`src/rtl/traffic_sensor_conditioner.sv`:
```
// Conditions two raw vehicle-loop lines into clean occupancy flags Ta/Tb plus stuck-on faults.
// Latency: 3+DEB_TICKS cycles rise, +HOLD_TICKS ticks fall (tick tied high); no backpressure.
module traffic_sensor_conditioner #(
    parameter int DEB_TICKS   = 4,
    parameter int HOLD_TICKS  = 3,
    parameter int STUCK_TICKS = 1000,
    parameter int CW          = 16
) (
    input  logic clk,
    input  logic rst,
    input  logic tick,
    input  logic sa_raw,
    input  logic sb_raw,
    output logic Ta,
    output logic Tb,
    output logic fault_a,
    output logic fault_b
);

    typedef enum logic [1:0] {IDLE, OCC, HOLD, FAULT} state_t;

    localparam logic [CW-1:0] ONE     = CW'(1);
    localparam logic [CW-1:0] DEB_T   = CW'(DEB_TICKS);
    localparam logic [CW-1:0] HOLD_T  = CW'(HOLD_TICKS);
    localparam logic [CW-1:0] STUCK_T = CW'(STUCK_TICKS);

    logic [1:0]    raw, s1, s2, deb, deb_flip;
    logic [CW-1:0] dcnt [2];
    logic [CW-1:0] dinc [2];
    logic [CW-1:0] cnt [2];
    logic [CW-1:0] cinc [2];
    logic [CW-1:0] cnt_nxt [2];
    state_t        state [2];
    state_t        state_nxt [2];
    logic [1:0]    t_q, f_q;

    assign raw = {sb_raw, sa_raw};

    // deb_flip: the debouncer commits a new value at this edge; the FSM uses it
    // so a pending deb change wins over a count expiring in the same cycle.
    for (genvar g = 0; g < 2; g++) begin : g_inc
        assign dinc[g]     = dcnt[g] + ONE;
        assign cinc[g]     = cnt[g] + ONE;
        assign deb_flip[g] = (s2[g] != deb[g]) && tick && (dinc[g] == DEB_T);
    end

    always_ff @(posedge clk) begin
        if (rst) begin
            s1  <= '0;
            s2  <= '0;
            deb <= '0;
            for (int i = 0; i < 2; i++) dcnt[i] <= '0;
        end else begin
            s1 <= raw;
            s2 <= s1;
            for (int i = 0; i < 2; i++) begin
                if (s2[i] == deb[i]) begin
                    dcnt[i] <= '0;
                end else if (tick) begin
                    if (deb_flip[i]) begin
                        deb[i]  <= s2[i];
                        dcnt[i] <= '0;
                    end else begin
                        dcnt[i] <= dinc[i];
                    end
                end
            end
        end
    end

    always_comb begin
        for (int i = 0; i < 2; i++) begin
            state_nxt[i] = state[i];
            cnt_nxt[i]   = cnt[i];
            case (state[i])
                IDLE: begin
                    if (deb[i]) begin
                        state_nxt[i] = OCC;
                        cnt_nxt[i]   = '0;
                    end
                end
                OCC: begin
                    if (!deb[i]) begin
                        state_nxt[i] = HOLD;
                        cnt_nxt[i]   = '0;
                    end else if (tick) begin
                        if (cnt[i] != STUCK_T) cnt_nxt[i] = cinc[i];
                        if (cinc[i] == STUCK_T && !deb_flip[i]) state_nxt[i] = FAULT;
                    end
                end
                HOLD: begin
                    if (deb[i]) begin
                        state_nxt[i] = OCC;
                        cnt_nxt[i]   = '0;
                    end else if (HOLD_TICKS == 0) begin
                        if (!deb_flip[i]) state_nxt[i] = IDLE;
                    end else if (tick) begin
                        if (cnt[i] != HOLD_T) cnt_nxt[i] = cinc[i];
                        if (cinc[i] == HOLD_T && !deb_flip[i]) state_nxt[i] = IDLE;
                    end
                end
                FAULT: begin
                    if (!deb[i]) state_nxt[i] = IDLE;
                end
                default: state_nxt[i] = IDLE;
            endcase
        end
    end

    always_ff @(posedge clk) begin
        if (rst) begin
            t_q <= '0;
            f_q <= '0;
            for (int i = 0; i < 2; i++) begin
                state[i] <= IDLE;
                cnt[i]   <= '0;
            end
        end else begin
            for (int i = 0; i < 2; i++) begin
                state[i] <= state_nxt[i];
                cnt[i]   <= cnt_nxt[i];
                t_q[i]   <= (state_nxt[i] == OCC) || (state_nxt[i] == HOLD);
                f_q[i]   <= (state_nxt[i] == FAULT);
            end
        end
    end

    assign Ta      = t_q[0];
    assign Tb      = t_q[1];
    assign fault_a = f_q[0];
    assign fault_b = f_q[1];

endmodule

```
`config.mk`:
```
export PLATFORM = sky130hd
export DESIGN_NAME = traffic_sensor_conditioner
export DESIGN_NICKNAME = d
export VERILOG_FILES = /design/src/rtl/traffic_sensor_conditioner.sv
export SDC_FILE = /design/constraint.sdc
export NUM_CORES = 1
export LEC_CHECK = 0
export CAP_MARGIN = 20
export CORE_ASPECT_RATIO = 0.7
export CORE_UTILIZATION = 40
export DETAILED_ROUTE_END_ITERATION = 7
export PLACE_DENSITY = 0.62
export SYNTH_ARGS = -nofsm -noshare
export SYNTH_HDL_FRONTEND = slang
export SYNTH_SLANG_ARGS = --single-unit
```
`constraint.sdc`:
```
create_clock -name clk -period 8.46 [get_ports clk]
set_input_delay 2.538 -clock clk [delete_from_list [all_inputs] [get_ports clk]]
set_output_delay 2.538 -clock clk [all_outputs]
set_load 0.1 [all_outputs]
```
# After elaboration in Yosys (flattened, before gate mapping)
# Memory sizes are Yosys's and may differ from the RTL's.
# Index checks and enable logic that the tools add are counted.
# W data, S select, Z words.
[word_totals]
ff_bits = 10
n_memories = 3
word_cells = 140
mem_bits_rw = 68
[op_classes]
n_reduce_logical = 16
eq_ne = 26
n_addsub = 4
n_bitwise = 12
muxes = 73
[memory_table]
columns = ["memory", "words", "width", "read_ports", "rd_ports_with_merged_regs", "wr", "line", "rtl"]
rows = [
  ["cnt", 2, 16, 2, 0, 2, "30", "logic [CW-1:0] cnt [2];"],
  ["dcnt", 2, 16, 2, 0, 2, "28", "logic [CW-1:0] dcnt [2];"],
  ["state", 2, 2, 2, 0, 2, "33", "state_t state [2];"],
]
[ops]
columns = ["op", "n"]
rows = [
  ["$mux W16", 22],
  ["$pmux W16 S3", 2],
  ["$add A16 B1 Y16 const B", 4],
  ["$mux W2", 18],
  ["$eq A16 B10 Y1 const B", 2],
  ["$eq A16 B2 Y1 const B", 2],
  ["$eq A16 B3 Y1 const B", 2],
  ["$ne A16 B10 Y1 const B", 2],
  ["$ne A16 B2 Y1 const B", 2],
  ["$mux W1", 29],
  ["$eq A2 B2 Y1 const B", 8],
  ["$pmux W2 S4", 2],
  ["$or A1 B1 Y1", 10],
  ["$eq A2 B1 Y1 const B", 4],
  ["$logic_and A1 B1 Y1", 8],
  ["$reduce_and A3 Y1", 2],
  ["$logic_not A2 Y1", 2],
  ["$eq A1 B1 Y1", 2],
  ["$logic_not A1 Y1", 2],
  ["$logic_or A1 B1 Y1", 2],
  ["$ne A1 B1 Y1", 2],
  ["$not A1 Y1", 2],
]

# Depth between registers and ports, before layout
# Gate-level depths: netlist (run 1).
[depth]
ltp_word = 11
mapped_depth = 12
mapped_depth_nobuf = 10

# Worst setup path before layout (run 1)
# OpenSTA, ideal clock, no wires.
[synth_timing]
kind = "input to register"
start = "input port tick"
end = "register t_q[0]"
path_stages = 11
required_time_ps = 8331
n_path_buf = 2
arrival_ps = 4167
path_slack_ps = 4164
cell_sequence = "buf_2 > inv_1 > nor4b_1 > nand2_1 > nor3_1 > and4_1 > buf_6 > o211a_1 > nor3_1 > ha_1 > nor2b_1"
[synth_between]
elab_chain_len = 10
[synth_lines]
columns = ["element", "line", "rtl"]
rows = [
  ["from (decl)", "11", "input logic tick,"],
  ["$logic_and A1 B1 Y1 (2 in a row)", "44", "assign deb_flip[g] = (s2[g] != deb[g]) && tick && (dinc[g] == DEB_T);"],
  ["$logic_not A1 Y1", "88, 99", ""],
  ["$logic_and A1 B1 Y1, on equally long branches", "99, 88", ""],
  ["$mux W2, on equally long branches", "99, 88", ""],
  ["$mux W2, on equally long branches", "97, 86", ""],
  ["$mux W2, on equally long branches", "92, 83", ""],
  ["$pmux W2 S4 *", "75", "case (state[i])"],
  ["$eq A2 B1 Y1 / $eq A2 B2 Y1 (equally long branches)", "122", "t_q[i] <= (state_nxt[i] == OCC) || (state_nxt[i] == HOLD);"],
  ["$logic_or A1 B1 Y1 *", "122", ""],
  ["to (signal, indexed assignment)", "122", ""],
  ["to (decl)", "35", "logic [1:0] t_q, f_q;"],
]
# Mark *: on every way between the ends. The rest lies on a longest branch, timed or not.
# A chain may end at the register's enable or synchronous reset.

==> results of run 1 <==
per-layer routing:
layer	up-vias	share of wire, %
li1	2294	-
met1	2168	52
met2	101	42
met3	12	4.9
met4	0	1.3
met5	-	0
layout make-up:
type / instances / area, um^2
fill: 1292 / 7390
sequential: 78 / 1880
multi-input combinational: 503 / 3220
timing repair buffer: 9 / 86.3
clock buffer: 11 / 254
tap: 185 / 231
inverter: 23 / 86.3
clock inverter: 5 / 32.5
metrics by stage:
stage | instance area (um^2) | util, % | worst slack (ns) | total power [W]
6_report | 5790 | 43.9 | 3.39 | 0.000790
5_1_grt | 5790 | 43.9 | 3.19 | 0.000818
4_1_cts | 5790 | 43.9 | 3.46 | 0.000798
3_5_place_dp | 5500 | 41.7 | 3.11 | 0.000423
3_3_place_gp | 5490 | 41.7 | 2.93 | 0.000423
2_1_floorplan | 5410 | - | 4.16 | 0.000418
logic make-up after synthesis:
family,count (synthesis)
buffers and inverters,69
muxes,5
adders and majority gates,24
DFF,78
and+or+nand+nor,306
xor gates and xnor gates,53
AOI/OAI and AO/OA,115
worst paths after layout:
path,from,end,slack [ns],cells after the start
hold / removal,s1[0],s2[0],0.46,1
setup reg to reg,cnt[0][5],t_q[0],4.98,9
setup / recovery,tick,cnt[0][10],3.39,8
hold reg to reg,s1[0],s2[0],0.46,1
where the power goes:
part           total [W]  switching [W]  internal, W
combinational  0.0000177      0.0000114   0.00000638
sequential      0.000398     0.00000468     0.000393
clock           0.000374       0.000159     0.000216
critical path, stage by stage:
cell,delay [ns]
clkdlybuf4s50_1,0.62
inv_1,0.19
a21oi_1,0.23
o221ai_1,0.32
a31oi_1,0.74
nand3_1,0.33
nor3_1,0.24
o211a_1,0.15
registers in the layout, indices dropped and copies added (netlist names):
signal  count
cnt        32
dcnt       32
state       4
deb         2
f_q         2
s1          2
s2          2
t_q         2
cell usage in the layout (no fill, tap or decap), types with 11 or more instances in the layout:
| cell type | n |
|---|---|
| nor2_1 | 77 |
| nand2_1 | 55 |
| dfxtp_1 | 46 |
| a21oi_1 | 32 |
| edfxtp_1 | 32 |
| nand3_1 | 31 |
| nor3_1 | 30 |
| xnor2_1 | 29 |
| xor2_1 | 24 |
| ha_1 | 24 |
| inv_1 | 23 |
| nand4_1 | 22 |
| o21ai_0 | 20 |
| or3_1 | 12 |
| and3_1 | 11 |
| nor2b_1 | 11 |
==> results.md, run 1 <==
- Mapped cell area: 0.00541 mm^2
- Drt initial violations: 405
- Post-DRT Antenna Nets: 0
- Yosys top cell area share: 17.8%
- Max VDD drop: 0.000104 V
- Placer Congestion: 0.873
- Core box area: 0.0132 mm^2
- CP endpoint kind: flip-flop
- Most frequent cells after synthesis: nor2_1 (77), nand2_1 (55), dfxtp_1 (46)
- Relative slew margins: 35.0%
- Yosys reg bits: 78
- Syn Nets: 679
- Routed vias: 4,575
- Slew @ Worst Pin: 0.971 ns
- Clock transition at path regs: 0.06 ns
- Library cells used by synthesis: 71
- Min Clock Period, post-route: 5.07 ns
- Post-synth top area cell: edfxtp_1
- RSZ-0062 raised after global routing: no
- Port Buf Inserts: 8
- Setup violators final: 0
- Clock Skew: 0.00427 ns
- Area grow syn2layout: 7.01%
- Async SR Flop Fraction: 0%
- Critical Path AT: 5.36 ns
- Complex-gate fraction of the synthesized area: 14.2%
- Ant diodes: 0
- Met2 Use GR: 27.1%
- First-pass GRT wire length: 20.7 mm
- Final setup TNS: 0 ns
- Largest family of logic cells by synthesized area: simple AND/OR/NAND/NOR gates
- Total CTS buffers: 9
- Simple-gate portion of the synthesized area: 30.0%
- WS Path Type: input port to flip-flop
- Non-Filler Instances: 814
- Post-synthesis xor/xnor area fraction: 8.58%
- WL final: 12.0 mm
- I/O pins: 9
- Most common cell in the netlist: nor2_1
- Die area: 0.0140 mm^2
- Max H-tree Level: 3
- F_max: 197 MHz
- Largest net degree at the start of global routing: 47
- Syn Area/Cell: 8.32 um^2
- Postcts setup bufs: 0
- Layout cells sized above 1: 6.52%
- Pre-antenna DRT Iters: 5
- Max_cap viols: 0
- Met3 Use GR: 3.32%
- Ys Warns: 0
- Seq/Total Area, Yosys: 34.8%
- Hold buffers post-CTS: 0
- Pins Over Slew Limit: 0
- Die H: 99.3 um
- Wire length per cell: 14.8 um
- Outcome: finished clean
- Lkg Pwr: 1.95 nW
- Hold Fails Final Rpt: 0
- Rows: 35
- Total grt overflow: 0
- CTS tree: yes
- PD cells: 136 mW/mm^2
- Area contributors post-synth: edfxtp_1 (18%), dfxtp_1 (17%), ha_1 (5.6%)
- Worst hold-check path type: flip-flop to flip-flop
- Initial antenna violation count: 0
- Final worst path period share: 60.0%
- CP max FO: 8
- Grt peak-use layer: met1
- Post-synth EDFFs: 32
- Nets: 653
- Die Span X: 141 um
- Worst EP required: 8.75 ns
- Clk_lat worst skew: 0.34 ns
- Met1 usage: 27.2%
- Startpoint types: input port
- Cells after DPL: 798
- Mux cell area share after synthesis: 0.995%
- Total track usage: 18.4%
- Top_reg_cell synth: dfxtp_1
- Number of global-route vias before repair: 4,181
- Clock sink count: 78
- Clock Tree Buf Depth: 2
- Adder-Cell Fraction of Synth Area: 5.55%
- Drt drc: 0
- Via density: 5.62
- PostCTS Resize Cnt: 0
- Final hold slack: 0.456 ns
- Placed wire-length estimate: 8.40 mm
- Cells after synthesis: 650
- Root Driver: clkbuf_16
- Initial Util: 41.0%
Power figures use the tool's default switching activity.
==> inputs of run 2 (changes only) <==
- clock period: 8.46 -> 4.9 ns (I/O delays scaled with it)
==> results.md, run 2 (same netlist as run 1, synthesis figures left out) <==
- Clock Tree Buf Depth: 2
- Min Clock Period, post-route: 3.72 ns
- CP max FO: 16
- Layout cells sized above 1: 7.27%
- Core box area: 0.0132 mm^2
- NetSw: 0.000311 W
- Relative slew margins: 35.3%
- Critical Path AT: 3.79 ns
- Filler cells: 1,285
- Switching Share: 22.9%
- Max H-tree Level: 3
- Commonest cells after routing, fill and taps aside: nor2_1 (77), nand2_1 (55), dfxtp_1 (46)
- WL final: 12.1 mm
- Drt drc: 0
- Nets: 657
- Area grow syn2layout: 7.45%
- Commonest non-fill, non-tap cell in the layout: nor2_1
- WS Path Type: input port to flip-flop
- Max VDD drop: 0.000146 V
- F_max: 269 MHz
- Die area: 0.0140 mm^2
- Cell Area, Placed: 0.00553 mm^2
- Number of global-route vias before repair: 4,106
- Root Driver: clkbuf_16
- RSZ-0062 raised after global routing: no
- Largest net degree at the start of global routing: 40
- Final hold slack: 0.454 ns
- Placer Congestion: 0.856
- CP endpoint kind: flip-flop
- Final instance area: 0.00581 mm^2
- Cell-internal power: 0.00105 W
- Startpoint types: input port
- Max_cap viols: 0
- Drt initial violations: 355
- Clock Skew: 0.00803 ns
- Rows: 35
- Port Buf Inserts: 8
- Clock sink count: 78
- Final setup TNS: 0 ns
- PostCTS Resize Cnt: 0
- Worst hold-check path type: flip-flop to flip-flop
- Final Worst Setup Slack: 1.18 ns
- Wire length per cell: 14.7 um
- Die H: 99.3 um
- Outcome: finished clean
- Initial Util: 41.0%
- Hold buffers post-CTS: 0
- First-pass GRT wire length: 20.3 mm
- Clock transition at path regs: 0.06 ns
- Clk network pwr share: 47.2%
- Lkg Pwr: 1.97 nW
- I/O pins: 9
- Power, Total: 0.00136 W
- Via density: 5.62
- Postcts setup bufs: 0
- Flop pwr share: 50.4%
- Dpl ws: 0.798 ns
- Pins Over Slew Limit: 0
- Comb pwr share: 2.3%
- Post-DRT Antenna Nets: 0
- Ant diodes: 0
- PD cells: 234 mW/mm^2
- Total CTS buffers: 9
- Placed wire-length estimate: 8.43 mm
- Hold Fails Final Rpt: 0
- Clk_lat worst skew: 0.34 ns
- Final worst path period share: 75.8%
- Slew @ Worst Pin: 0.967 ns
- CTS tree: yes
- Worst EP required: 4.97 ns
- Routed vias: 4,600
- Setup violators final: 0
- Biggest regs: cnt (32), dcnt (32), state (4)
- Initial antenna violation count: 0
- Die Span X: 141 um
- Pre-antenna DRT Iters: 5
- Total track usage: 18.1%
- Total grt overflow: 0
run 2: cell count changes in the layout (fill, tap and decap cells not counted):
cell / delta
clkbuf_16: -1
clkbuf_8: +1
inv_6: +2
clkbuf_1: -1
clkinv_2: -1
buf_6: -1
buf_4: +5
run 2: worst max-delay path, cell delays in order:
cell             delay, ns
clkdlybuf4s50_1       0.45
buf_4                 0.16
inv_1                 0.13
nor4b_1               0.32
nand2_1               0.09
nor3_1                0.17
and4_1                0.34
or2_1                 0.52
nor2_1                0.12
run 2: layout make-up:
| cell class | count | area, um^2 | share of cell area [%] |
|---|---|---|---|
| repair buffers | 13 | 113 | 1.94 |
| clock inverters | 6 | 45.0 | 0.775 |
| multi-input cells | 503 | 3220 | 55.3 |
| inverters | 23 | 86.3 | 1.49 |
| flip-flops and latches | 78 | 1880 | 32.4 |
| well taps | 185 | 231 | 3.98 |
| clock buffers | 10 | 239 | 4.11 |
run 2: through the flow:
step | cells | util [%]
2_1_floorplan | 650 | -
4_1_cts | 818 | 44.1
3_5_place_dp | 802 | 41.9
6_report | 818 | 44.1
3_3_place_gp | 802 | 41.9
5_1_grt | 818 | 44.1
run 2: power groups by stage:
stage / clock, W / sequential [W] / combinational (W)
2_1_floorplan: 0 / 0.000697 / 0.0000252
3_3_place_gp: 0 / 0.000700 / 0.0000318
3_5_place_dp: 0 / 0.000701 / 0.0000322
4_1_cts: 0.000660 / 0.000686 / 0.0000324
5_1_grt: 0.000683 / 0.000687 / 0.0000357
6_report: 0.000643 / 0.000686 / 0.0000319
run 2: layer usage:
layer	track usage, %	share of wire, %
met5	0	0
met4	5.10	1.4
met3	4.86	5.1
met2	26.4	41
met1	26.1	52
run 2: path summary, 6_finish.rpt:
path / startpoint / endpoint / slack, ns / cells past startpoint
worst max-delay path: tick / dcnt[0][3] / 1.18 / 9
worst min-delay path: s1[1] / s2[1] / 0.45 / 1
worst max register to register: cnt[0][16] / t_q[1] / 1.54 / 10
worst min register to register: s1[1] / s2[1] / 0.45 / 1
==> inputs of run 3 (changes only) <==
- clock period: 4.9 -> 3.56 ns (I/O delays scaled with it)
==> results.md, run 3 (same netlist as run 1, synthesis figures left out) <==
- Post-DRT Antenna Nets: 0
- Placed wire-length estimate: 8.51 mm
- Final hold slack: 0.437 ns
- Clock transition at path regs: 0.06 ns
- Final worst path period share: 90.1%
- Total CTS buffers: 9
- WL final: 12.2 mm
- Power, Total: 0.00183 W
- Initial Util: 41.0%
- Root Driver: clkbuf_16
- WS Path Type: input port to flip-flop
- Hold buffers post-CTS: 0
- Worst hold-check path type: flip-flop to flip-flop
- Die Span X: 141 um
- CTS tree: yes
- Rows: 35
- Die H: 99.3 um
- Initial antenna violation count: 0
- Max VDD drop: 0.000224 V
- Total track usage: 18.2%
- Number of global-route vias before repair: 4,216
- Nets: 667
- PostCTS Resize Cnt: 0
- I/O pins: 9
- Setup violators final: 0
- Clock sink count: 78
- Port Buf Inserts: 8
- Lkg Pwr: 2.03 nW
- Biggest regs: cnt (32), dcnt (32), state (4)
- Area grow syn2layout: 8.42%
- Postcts setup bufs: 0
- Routed vias: 4,611
- Die area: 0.0140 mm^2
- Pre-antenna DRT Iters: 5
- Ant diodes: 0
- Via density: 5.57
- Commonest non-fill, non-tap cell in the layout: nor2_1
- PD cells: 311 mW/mm^2
- Commonest cells after routing, fill and taps aside: nor2_1 (77), nand2_1 (55), dfxtp_1 (46)
- Relative slew margins: 54.1%
- Max H-tree Level: 3
- Placer Congestion: 0.869
- CP endpoint kind: flip-flop
- Drt initial violations: 421
- Pins Over Slew Limit: 0
- Critical Path AT: 3.42 ns
- First-pass GRT wire length: 20.5 mm
- Core Util, Final: 44.5%
- F_max: 312 MHz
- Outcome: finished clean
- Drt drc: 0
- Largest net degree at the start of global routing: 40
- RSZ-0062 raised after global routing: no
- Total grt overflow: 0
- Min Clock Period, post-route: 3.21 ns
- Slew @ Worst Pin: 0.687 ns
- Core box area: 0.0132 mm^2
- Clock Skew: 0.0101 ns
- Startpoint types: input port
- CP max FO: 6
- Wire length per cell: 14.7 um
- Hold Fails Final Rpt: 0
- Reg-to-reg setup timing slack: 0.40 ns
- Clock Tree Buf Depth: 2
- Clk_lat worst skew: 0.35 ns
- Worst EP required: 3.77 ns
- Layout cells sized above 1: 9.02%
- Max_cap viols: 0
[run 3: cell types whose count changed in the layout (fill, tap and decap cells not counted)]
cell / delta
clkinv_4: -1
clkbuf_1: +2
buf_12: +1
inv_6: -2
clkinv_2: +3
clkdlybuf4s50_1: -4
clkbuf_8: -1
buf_4: +13
clkinvlp_4: -1
[run 3: final timing paths]
check                           startpoint     end  depth (start not counted)
worst max-delay path                  tick  t_q[0]                         10
worst min-delay path                 s1[1]   s2[1]                          1
worst max register to register  cnt[0][17]  t_q[1]                         10
worst min register to register       s1[1]   s2[1]                          1
[run 3: layout make-up]
type,count,area [um^2]
fillers,1284,7320
multi-input cells,503,3220
flip-flops and latches,78,1880
clock buffers,11,233
well taps,185,231
repair buffers,23,190
inverters,23,86.3
clock inverters,5,26.3
[run 3: critical path, cell delays in order]
cell             delay [ns]
clkdlybuf4s50_1        0.61
inv_1                  0.10
nor4b_1                0.33
nand2_1                0.10
nor3_1                 0.18
and4_1                 0.34
o211a_1                0.22
nor3_1                 0.06
ha_1                   0.27
nor2b_1                0.13
[run 3: stage by stage]
stage | setup TNS (ns) | instance area (um^2) | setup slack, ns | instances
floorplan | 0 | 5410 | 0.699 | 650
global placement | 0 | 5610 | 0.139 | 812
detailed placement | -0.0307 | 5610 | -0.0307 | 812
CTS | 0 | 5860 | 0.321 | 828
global route | 0 | 5860 | 0.136 | 828
finish | 0 | 5860 | 0.353 | 828
[run 3: routing by layer]
metal,GRT usage [%],up-vias,routed length (um)
met5,0,-,0
met4,6.02,0,167
met3,3.71,21,621
met2,26.8,104,5160
met1,26.5,2159,6250
li1,-,2327,-
[run 3: power breakdown]
| group | internal, W | total (W) | switching (W) |
|---|---|---|---|
| Sequential | 0.000934 | 0.000945 | 0.0000114 |
| Combinational | 0.0000179 | 0.0000453 | 0.0000275 |
| Clock | 0.000466 | 0.000835 | 0.000369 |
| Total | 0.00142 | 0.00183 | 0.000408 |
